`src/rtl/sprite_drawer_if.sv`:
```
// Sprite draw job, pattern ROM and line-buffer signals between the scheduler side and the drawer.
// master = scheduler/ROM/line-buffer environment, slave = sprite_drawer.
interface sprite_drawer_if #(
   parameter int PIX_W = 8
);
   logic             draw_req;
   logic [9:0]       col_base;
   logic             flip;
   logic [7:0]       frame_id;
   logic [3:0]       row_off;
   logic             draw_done;
   logic             rom_rd;
   logic [15:0]      rom_addr;
   logic [PIX_W-1:0] rom_data;
   logic             lb_we;
   logic [9:0]       lb_addr;
   logic [PIX_W-1:0] lb_wdata;

   modport master (
      output draw_req, col_base, flip, frame_id, row_off, rom_data,
      input  draw_done, rom_rd, rom_addr, lb_we, lb_addr, lb_wdata
   );

   modport slave (
      input  draw_req, col_base, flip, frame_id, row_off, rom_data,
      output draw_done, rom_rd, rom_addr, lb_we, lb_addr, lb_wdata
   );
endinterface

```
`src/rtl/sprite_drawer.sv`:
```
// Fetches one 16-pixel sprite row from the pattern ROM and writes it into the next-line buffer.
// Optional macro SPRITE_TRANSPARENCY_EN: palette index 0 is treated as transparent and not written.
module sprite_drawer #(
   parameter int SPR_W  = 16,
   parameter int PIX_W  = 8,
   parameter int LINE_W = 640
) (
   input logic             clk,
   input logic             reset,
   sprite_drawer_if.slave  bus
);

   localparam logic [1:0] IDLE  = 2'd0;
   localparam logic [1:0] FETCH = 2'd1;
   localparam logic [1:0] DRAIN = 2'd2;

   localparam logic [3:0]  LAST_PX  = 4'(SPR_W - 1);
   localparam logic [10:0] LINE_END = 11'(LINE_W);

   logic [1:0]       state;
   logic [3:0]       px;
   logic [3:0]       px_d;
   logic             rd_d;
   logic [9:0]       col_l;
   logic             flip_l;
   logic [7:0]       frame_l;
   logic [3:0]       row_l;

   logic [3:0]       pix_idx;
   logic [10:0]      col;
   logic             opaque;
   logic [PIX_W-1:0] pix_data;

   // Job acceptance and the 16-cycle fetch; (rd_d, px_d) tracks which pixel rom_data carries.
   always_ff @(posedge clk or negedge reset) begin
      if (!reset) begin
         state   <= IDLE;
         px      <= '0;
         px_d    <= '0;
         rd_d    <= 1'b0;
         col_l   <= '0;
         flip_l  <= 1'b0;
         frame_l <= '0;
         row_l   <= '0;
      end else begin
         rd_d <= (state == FETCH);
         px_d <= px;
         case (state)
            IDLE: begin
               if (bus.draw_req) begin
                  col_l   <= bus.col_base;
                  flip_l  <= bus.flip;
                  frame_l <= bus.frame_id;
                  row_l   <= bus.row_off;
                  px      <= '0;
                  state   <= FETCH;
               end
            end
            FETCH: begin
               px <= px + 4'd1;
               if (px == LAST_PX) begin
                  state <= DRAIN;
               end
            end
            DRAIN:   state <= IDLE;
            default: state <= IDLE;
         endcase
      end
   end

   // The column sum is 11 bits wide so sprites hanging off the right edge clip instead of wrapping.
   always_comb begin
      pix_idx  = flip_l ? (LAST_PX - px_d) : px_d;
      col      = {1'b0, col_l} + {7'd0, pix_idx};
      pix_data = bus.rom_data;
`ifdef SPRITE_TRANSPARENCY_EN
      opaque   = (pix_data != '0);
`else
      opaque   = 1'b1;
`endif
   end

   assign bus.draw_done = (state == IDLE);
   assign bus.rom_rd    = (state == FETCH);
   assign bus.rom_addr  = (state == FETCH) ? {frame_l, row_l, px} : 16'd0;
   assign bus.lb_we     = rd_d && (col < LINE_END) && opaque;
   assign bus.lb_addr   = rd_d ? col[9:0] : 10'd0;
   assign bus.lb_wdata  = rd_d ? pix_data : '0;

endmodule

```
`src/flat_wrapper.sv`:
```
// flat-port wrapper written by rule: the top's interface ports become plain ports
module sprite_drawer_flat 
#(
   parameter int SPR_W  = 16,
   parameter int PIX_W  = 8,
   parameter int LINE_W = 640
)
  (clk, reset, bus_draw_req, bus_col_base, bus_flip, bus_frame_id, bus_row_off, bus_rom_data, bus_draw_done, bus_rom_rd, bus_rom_addr, bus_lb_we, bus_lb_addr, bus_lb_wdata);
  sprite_drawer_if #(.PIX_W(PIX_W)) bus_i ();
  input logic clk;
  input logic reset;
  input wire logic [$bits(bus_i.draw_req)-1:0] bus_draw_req;
  input wire logic [$bits(bus_i.col_base)-1:0] bus_col_base;
  input wire logic [$bits(bus_i.flip)-1:0] bus_flip;
  input wire logic [$bits(bus_i.frame_id)-1:0] bus_frame_id;
  input wire logic [$bits(bus_i.row_off)-1:0] bus_row_off;
  input wire logic [$bits(bus_i.rom_data)-1:0] bus_rom_data;
  output wire logic [$bits(bus_i.draw_done)-1:0] bus_draw_done;
  output wire logic [$bits(bus_i.rom_rd)-1:0] bus_rom_rd;
  output wire logic [$bits(bus_i.rom_addr)-1:0] bus_rom_addr;
  output wire logic [$bits(bus_i.lb_we)-1:0] bus_lb_we;
  output wire logic [$bits(bus_i.lb_addr)-1:0] bus_lb_addr;
  output wire logic [$bits(bus_i.lb_wdata)-1:0] bus_lb_wdata;
  assign bus_i.draw_req = bus_draw_req;
  assign bus_i.col_base = bus_col_base;
  assign bus_i.flip = bus_flip;
  assign bus_i.frame_id = bus_frame_id;
  assign bus_i.row_off = bus_row_off;
  assign bus_i.rom_data = bus_rom_data;
  assign bus_draw_done = bus_i.draw_done;
  assign bus_rom_rd = bus_i.rom_rd;
  assign bus_rom_addr = bus_i.rom_addr;
  assign bus_lb_we = bus_i.lb_we;
  assign bus_lb_addr = bus_i.lb_addr;
  assign bus_lb_wdata = bus_i.lb_wdata;
  sprite_drawer #(.SPR_W(SPR_W), .PIX_W(PIX_W), .LINE_W(LINE_W)) u_core (.clk(clk), .reset(reset), .bus(bus_i));
endmodule
```
`config.mk`:
```
export PLATFORM = sky130hd
export DESIGN_NAME = sprite_drawer_flat
export DESIGN_NICKNAME = d
export VERILOG_FILES = /design/src/rtl/sprite_drawer_if.sv /design/src/rtl/sprite_drawer.sv /design/src/flat_wrapper.sv
export SDC_FILE = /design/constraint.sdc
export NUM_CORES = 1
export LEC_CHECK = 0
export ABC_AREA = 1
export BUFFER_PORTS_ARGS = -buffer_cell sky130_fd_sc_hd__buf_2
export CAP_MARGIN = 40
export CORE_UTILIZATION = 40
export DETAILED_ROUTE_END_ITERATION = 16
export PLACE_DENSITY = 0.77
export SLEW_MARGIN = 20
export SYNTH_ARGS = -nofsm -noshare
export SYNTH_HDL_FRONTEND = slang
export SYNTH_SLANG_ARGS = --single-unit
```
`constraint.sdc`:
```
create_clock -name clk -period 3.96 [get_ports clk]
set_input_delay 0.792 -clock clk [delete_from_list [all_inputs] [get_ports clk]]
set_output_delay 0.792 -clock clk [all_outputs]
set_load 0.03 [all_outputs]
```
# Yosys cells after proc, flatten, opt, wreduce, memory -nomap -nowiden
# Index checks and enable logic that the tools add are counted.
dict set report classes {
  n_addsub 3
  magnitude_cmp 1
  n_eq_ne 4
  muxes 9
  n_reduce_logical 6
}
# cell n
set ops {}
lappend ops {{16-bit 2-to-1 mux} 1}
lappend ops {{10-bit by 4-bit adder with 11-bit output} 1}
lappend ops {{11-bit by 10-bit < comparator with 1-bit output (second input constant)} 1}
lappend ops {{10-bit 2-to-1 mux} 1}
lappend ops {{4-bit 2-to-1 mux} 2}
lappend ops {{8-bit 2-to-1 mux} 1}
lappend ops {{4-bit case mux with 2 select lines} 1}
lappend ops {{2-bit AND reduction} 3}
lappend ops {{4-bit by 1-bit adder with 4-bit output (second input constant)} 1}
lappend ops {{4-bit equality test (second input constant)} 1}
lappend ops {{2-bit 2-to-1 mux} 2}
lappend ops {{2-bit case mux with 2 select lines} 1}
lappend ops {{4-bit subtractor (first input constant)} 1}
lappend ops {{2-bit by 1-bit equality test with 1-bit output (second input constant)} 1}
lappend ops {{2-bit zero test} 1}
lappend ops {{2-bit by 1-bit inequality test with 1-bit output (second input constant)} 1}
lappend ops {{2-bit inequality test (second input constant)} 1}
lappend ops {{2-bit nonzero test} 1}
lappend ops {{1-bit logical AND} 1}
dict set report totals {
  reg_bits 34
  output_inout_bits 37
  wordCells 31
}

# Longest topological paths before layout
dict set report depth {
  ltp_word 5
  ltp_mapped 11
}

# Worst setup path after synthesis
# Ideal clock, no wire load.
dict set report synth_path {
  kind {reg-to-output}
  from {register u_core.flip_l}
  to {output port bus_lb_we}
  arrival_ns 2.079
  t_required_ns 3.168
  slack_ns 1.089
  path_stages_with_launch 12
  path_buffers 1
  path_cell_list {dfrtp_1 -> clkbuf_1 -> xor2_1 -> ha_1 -> fa_1 -> nand3_1 -> nand3_2 -> nand2_1 -> nand2_1 -> nand2_1 -> nand3_1 -> a21oi_2}
}
dict set report synth_via {
  elab_chain_cells 4
}
# item line
set synth_lines {}
lappend synth_lines {{from (decl)} sprite_drawer.sv:25} ;# logic flip_l;
lappend synth_lines {{from (signal assigned)} sprite_drawer.sv:52} ;# flip_l <= bus.flip;
lappend synth_lines {{4-bit 2-to-1 mux} sprite_drawer.sv:73} ;# pix_idx = flip_l ? (LAST_PX - px_d) : px_d;
lappend synth_lines {{10-bit by 4-bit adder with 11-bit output} sprite_drawer.sv:74} ;# col = {1'b0, col_l} + {7'd0, pix_idx};
lappend synth_lines {{11-bit by 10-bit < comparator with 1-bit output} sprite_drawer.sv:86} ;# assign bus.lb_we = rd_d && (col < LINE_END) && opaque;
lappend synth_lines {{1-bit logical AND} sprite_drawer.sv:86}
lappend synth_lines {{to (decl)} flat_wrapper.sv:21} ;# output wire logic [$bits(bus_i.lb_we)-1:0] bus_lb_we;
# No other way between the ends.

# Worst setup path after layout
# Same ends and word-level chain as after synthesis.

==> impl_metrics.prom <==
# TYPE chip_impl_metric gauge
chip_impl_metric{name="num_vias",unit=""} 1737
chip_impl_metric{name="grt.total_usage",unit=""} 0.175
chip_impl_metric{name="route.antenna.remaining_nets",unit=""} 0
chip_impl_metric{name="part_of_the_yosys_area_used_for_sequential_elements",unit=""} 0.460
chip_impl_metric{name="clk_pin_slew_worst_paths",unit="ps"} 70
chip_impl_metric{name="fin_nets",unit=""} 353
chip_impl_metric{name="maxClockFrequency",unit="MHz"} 312
chip_impl_metric{name="critical_path_arrival",unit="ps"} 2410
chip_impl_info{name="synth_largest_area_cell",value="sky130_fd_sc_hd__dfrtp_1"} 1
chip_impl_metric{name="diodes",unit=""} 0
chip_impl_metric{name="post_synth_inst_count",unit=""} 246
chip_impl_metric{name="grt.overflow.total",unit=""} 0
chip_impl_metric{name="synthDominantCellAreaShare",unit=""} 0.460
chip_impl_info{name="critical_path.endpoint_type",value="output pin"} 1
chip_impl_metric{name="synth-edff-count",unit=""} 0
chip_impl_metric{name="final-instance-count-excl-fill",unit=""} 366
chip_impl_metric{name="async_reset_ff_frac",unit=""} 1.00
chip_impl_metric{name="cts_setup_buffers",unit=""} 0
chip_impl_metric{name="tns",unit="ps"} 0
chip_impl_metric{name="layout_min_cycle_time",unit="ps"} 3210
chip_impl_metric{name="initialDrtViolationCount",unit=""} 74
chip_impl_metric{name="unique_masters_post_synth",unit=""} 26
chip_impl_metric{name="place_hpwl",unit="mm"} 2.91
chip_impl_metric{name="floorplan.die_area",unit="sq um"} 4900
chip_impl_metric{name="drv_slew",unit=""} 0
chip_impl_metric{name="setup-violations-final",unit=""} 0
chip_impl_metric{name="synthesis.nets",unit=""} 286
chip_impl_metric{name="number_of_antenna_violations_at_the_first_check_in_global_routing",unit=""} 0
chip_impl_metric{name="place.gp.congestion",unit=""} 0.795
chip_impl_metric{name="slew_headroom",unit=""} 0.517
chip_impl_info{name="crit-reg2reg-launch",value="u_core.state[0]$_DFFE_PN0P_"} 1
chip_impl_info{name="min_path_type",value="register to register"} 1
chip_impl_metric{name="worst_pin_slew",unit="ps"} 725
chip_impl_info{name="status",value="finished, final reports clean"} 1
chip_impl_metric{name="die_h",unit="microns"} 70.0
chip_impl_metric{name="required_worst_endpoint",unit="ps"} 3170
chip_impl_metric{name="route.detailed.drc",unit=""} 0
chip_impl_metric{name="port-buffer-count",unit=""} 70
chip_impl_metric{name="post_route_cells_drive_above_1_share",unit=""} 0.271
chip_impl_metric{name="floorplan.io_pins",unit=""} 71
chip_impl_metric{name="vias_per_cell",unit=""} 4.75
chip_impl_metric{name="drt_wl_total",unit="mm"} 3.85
chip_impl_metric{name="synthToLayoutAreaGrowth",unit="%"} 24.3
chip_impl_info{name="critical_path.startpoint",value="u_core.flip_l$_DFFE_PN0P_"} 1
chip_impl_info{name="cts_tree",value="done"} 1
chip_impl_metric{name="period_utilization_post_route",unit=""} 0.810
chip_impl_info{name="critical_path_class",value="register to output pin"} 1
chip_impl_metric{name="maximum_number_of_pins_on_one_net_before_global_route_repair",unit=""} 40
chip_impl_info{name="post-synth-top-count-cell",value="sky130_fd_sc_hd__nand2_1"} 1
chip_impl_info{name="min-delay-start",value="u_core.px[2]$_DFFE_PN0P_"} 1
chip_impl_info{name="ys_top_cells_by_area",value="sky130_fd_sc_hd__dfrtp_1 46%, sky130_fd_sc_hd__nand2_1 15%, sky130_fd_sc_hd__inv_1 7.5%"} 1
chip_impl_metric{name="cts-buffers-inserted",unit=""} 5
chip_impl_metric{name="ys.warnings.count",unit=""} 0
chip_impl_metric{name="cts.sinks",unit=""} 34
chip_impl_metric{name="holdWs",unit="ps"} 430
chip_impl_metric{name="netlist_area",unit="sq um"} 1850
chip_impl_metric{name="die_width",unit="microns"} 70.0
chip_impl_metric{name="postCtsHoldBufs",unit=""} 0
chip_impl_metric{name="worst-r2r-setup-slack",unit="ps"} 2160
chip_impl_info{name="synth_ff_type",value="sky130_fd_sc_hd__dfrtp_1"} 1
chip_impl_metric{name="fillers",unit=""} 418
chip_impl_info{name="synth_commonest_cells",value="76 x sky130_fd_sc_hd__nand2_1, 37 x sky130_fd_sc_hd__inv_1, 34 x sky130_fd_sc_hd__dfrtp_1"} 1
chip_impl_info{name="worst_setup_path_start_kind",value="register"} 1
chip_impl_metric{name="clk_path_buf_depth",unit=""} 2
chip_impl_metric{name="clock_insertion_delay_worst_skew",unit="ps"} 280
chip_impl_metric{name="cts_repair_resize_count",unit=""} 0
chip_impl_metric{name="cts_max_level",unit=""} 2
chip_impl_metric{name="wire_per_inst",unit="microns"} 10.5
chip_impl_metric{name="crit_fanout",unit=""} 6
chip_impl_metric{name="start_util",unit=""} 0.422
chip_impl_metric{name="detail_route.first_pass.iterations",unit=""} 5
chip_impl_metric{name="synth-seq-cells",unit=""} 34
chip_impl_metric{name="final_hold_viol_count",unit=""} 0
chip_impl_info{name="root_buf_cell",value="sky130_fd_sc_hd__clkbuf_8"} 1
chip_impl_metric{name="timing.max_cap.violations",unit=""} 0
chip_impl_metric{name="placedCellCount",unit=""} 358
chip_impl_info{name="grt_setup_unrepaired",value="false"} 1
chip_impl_metric{name="grt_pass1_wl",unit="mm"} 6.92
chip_impl_metric{name="syn_area_per_cell",unit="sq um"} 7.51
chip_impl_metric{name="timing.clock.skew",unit="ps"} 3.59
chip_impl_metric{name="row_count",unit=""} 24
chip_impl_metric{name="design.core.area",unit="sq um"} 4380
chip_impl_metric{name="first_global_vias",unit=""} 1679
[critical path, cell delays in order, from the launching register on]
cell and delay, ps:
sky130_fd_sc_hd__dfrtp_1 450, sky130_fd_sc_hd__xor2_1 190, sky130_fd_sc_hd__ha_1 240, sky130_fd_sc_hd__fa_1 410, sky130_fd_sc_hd__nand3_1 120, sky130_fd_sc_hd__nand3_2 120, sky130_fd_sc_hd__nand2_1 80, sky130_fd_sc_hd__nand2_1 50
sky130_fd_sc_hd__nand2_1 80, sky130_fd_sc_hd__nand3_1 80, sky130_fd_sc_hd__a21oi_2 110, sky130_fd_sc_hd__buf_2 200
[path summary, 6_finish.rpt]
path | depth (start not counted) | end
min in group asynchronous | 1 | u_core.frame_l[1]$_DFFE_PN0P_
worst max register to register | 6 | u_core.px[3]$_DFFE_PN0P_
worst min-delay path | 0 | u_core.px_d[2]$_DFF_PN0_
max in group asynchronous | 1 | u_core.col_l[1]$_DFFE_PN0P_
worst min register to register | 0 | u_core.px_d[2]$_DFF_PN0_
worst max-delay path | 11 | bus_lb_we
[registers in the layout, summed over array words and instances, names as in the netlist]
name and count:
u_core.col_l 10, u_core.px 4, u_core.flip_l 1, u_core.frame_l 8
u_core.rd_d 1, u_core.px_d 4, u_core.row_l 4, u_core.state 2
[cells by family after synthesis]
kind of cell	after synthesis	share of synthesized area
AND/OR/NAND/NOR	118	0.261
XOR/XNOR	6	0.0284
adder cells (fa/ha/maj)	6	0.0447
flip-flops	34	0.460
AO/OA/AOI/OAI	34	0.0955
buffers and inverters	48	0.110
[through the flow]
| step | utilization | cell area, sq um | setup WS [ps] |
|---|---|---|---|
| after floorplan | - | 1850 | 1090 |
| after global placement | 0.502 | 2200 | 1130 |
| after detailed placement | 0.502 | 2200 | 1050 |
| after CTS | 0.524 | 2300 | 732 |
| after global routing | 0.524 | 2300 | 554 |
| final | 0.524 | 2300 | 753 |
[final cells by class]
class                      instances  area (sq um)  share of cell area
inverter                          38           143              0.0621
sequential                        34           851               0.370
clock buffer                       6          82.6              0.0359
timing repair buffer              70           350               0.153
clock inverter                     2          12.5             0.00545
multi-input combinational        164           793               0.345
tap                               52          65.1              0.0283
[per-layer routing]
metal | track usage | up-vias | wire [microns]
met5 | 0 | - | 0
met4 | 0.0778 | 0 | 71
met3 | 0.0505 | 8 | 265
met2 | 0.292 | 61 | 1820
met1 | 0.208 | 781 | 1690
li1 | - | 887 | -
[layout by cell type, fill, tap and decap left out]
master / synthesis / routed
sky130_fd_sc_hd__buf_2: 4 / 70
sky130_fd_sc_hd__clkinv_2: 0 / 1
sky130_fd_sc_hd__clkinvlp_4: 0 / 1
sky130_fd_sc_hd__ha_1: 5 / 5
sky130_fd_sc_hd__nand4_1: 1 / 1
sky130_fd_sc_hd__nor3_1: 1 / 1
sky130_fd_sc_hd__or2_0: 1 / 1
sky130_fd_sc_hd__nor2_2: 1 / 1
sky130_fd_sc_hd__inv_1: 37 / 37
sky130_fd_sc_hd__and2_1: 1 / 1
sky130_fd_sc_hd__fa_1: 1 / 1
sky130_fd_sc_hd__nor2_1: 25 / 25
sky130_fd_sc_hd__nand2_2: 2 / 2
sky130_fd_sc_hd__o22ai_1: 1 / 1
sky130_fd_sc_hd__a21oi_2: 1 / 1
sky130_fd_sc_hd__nand2_1: 76 / 76
sky130_fd_sc_hd__dfrtp_1: 34 / 34
sky130_fd_sc_hd__inv_2: 1 / 1
sky130_fd_sc_hd__o21ai_1: 1 / 1
sky130_fd_sc_hd__a21oi_1: 9 / 9
sky130_fd_sc_hd__o21ai_0: 21 / 21
sky130_fd_sc_hd__nand3_1: 8 / 8
sky130_fd_sc_hd__xor2_1: 6 / 6
sky130_fd_sc_hd__nand3_2: 2 / 2
sky130_fd_sc_hd__clkbuf_8: 0 / 6
sky130_fd_sc_hd__a31oi_1: 1 / 1
Power is not shown: default switching activity piles up to over one toggle a cycle in this logic, so the estimate is an artifact.
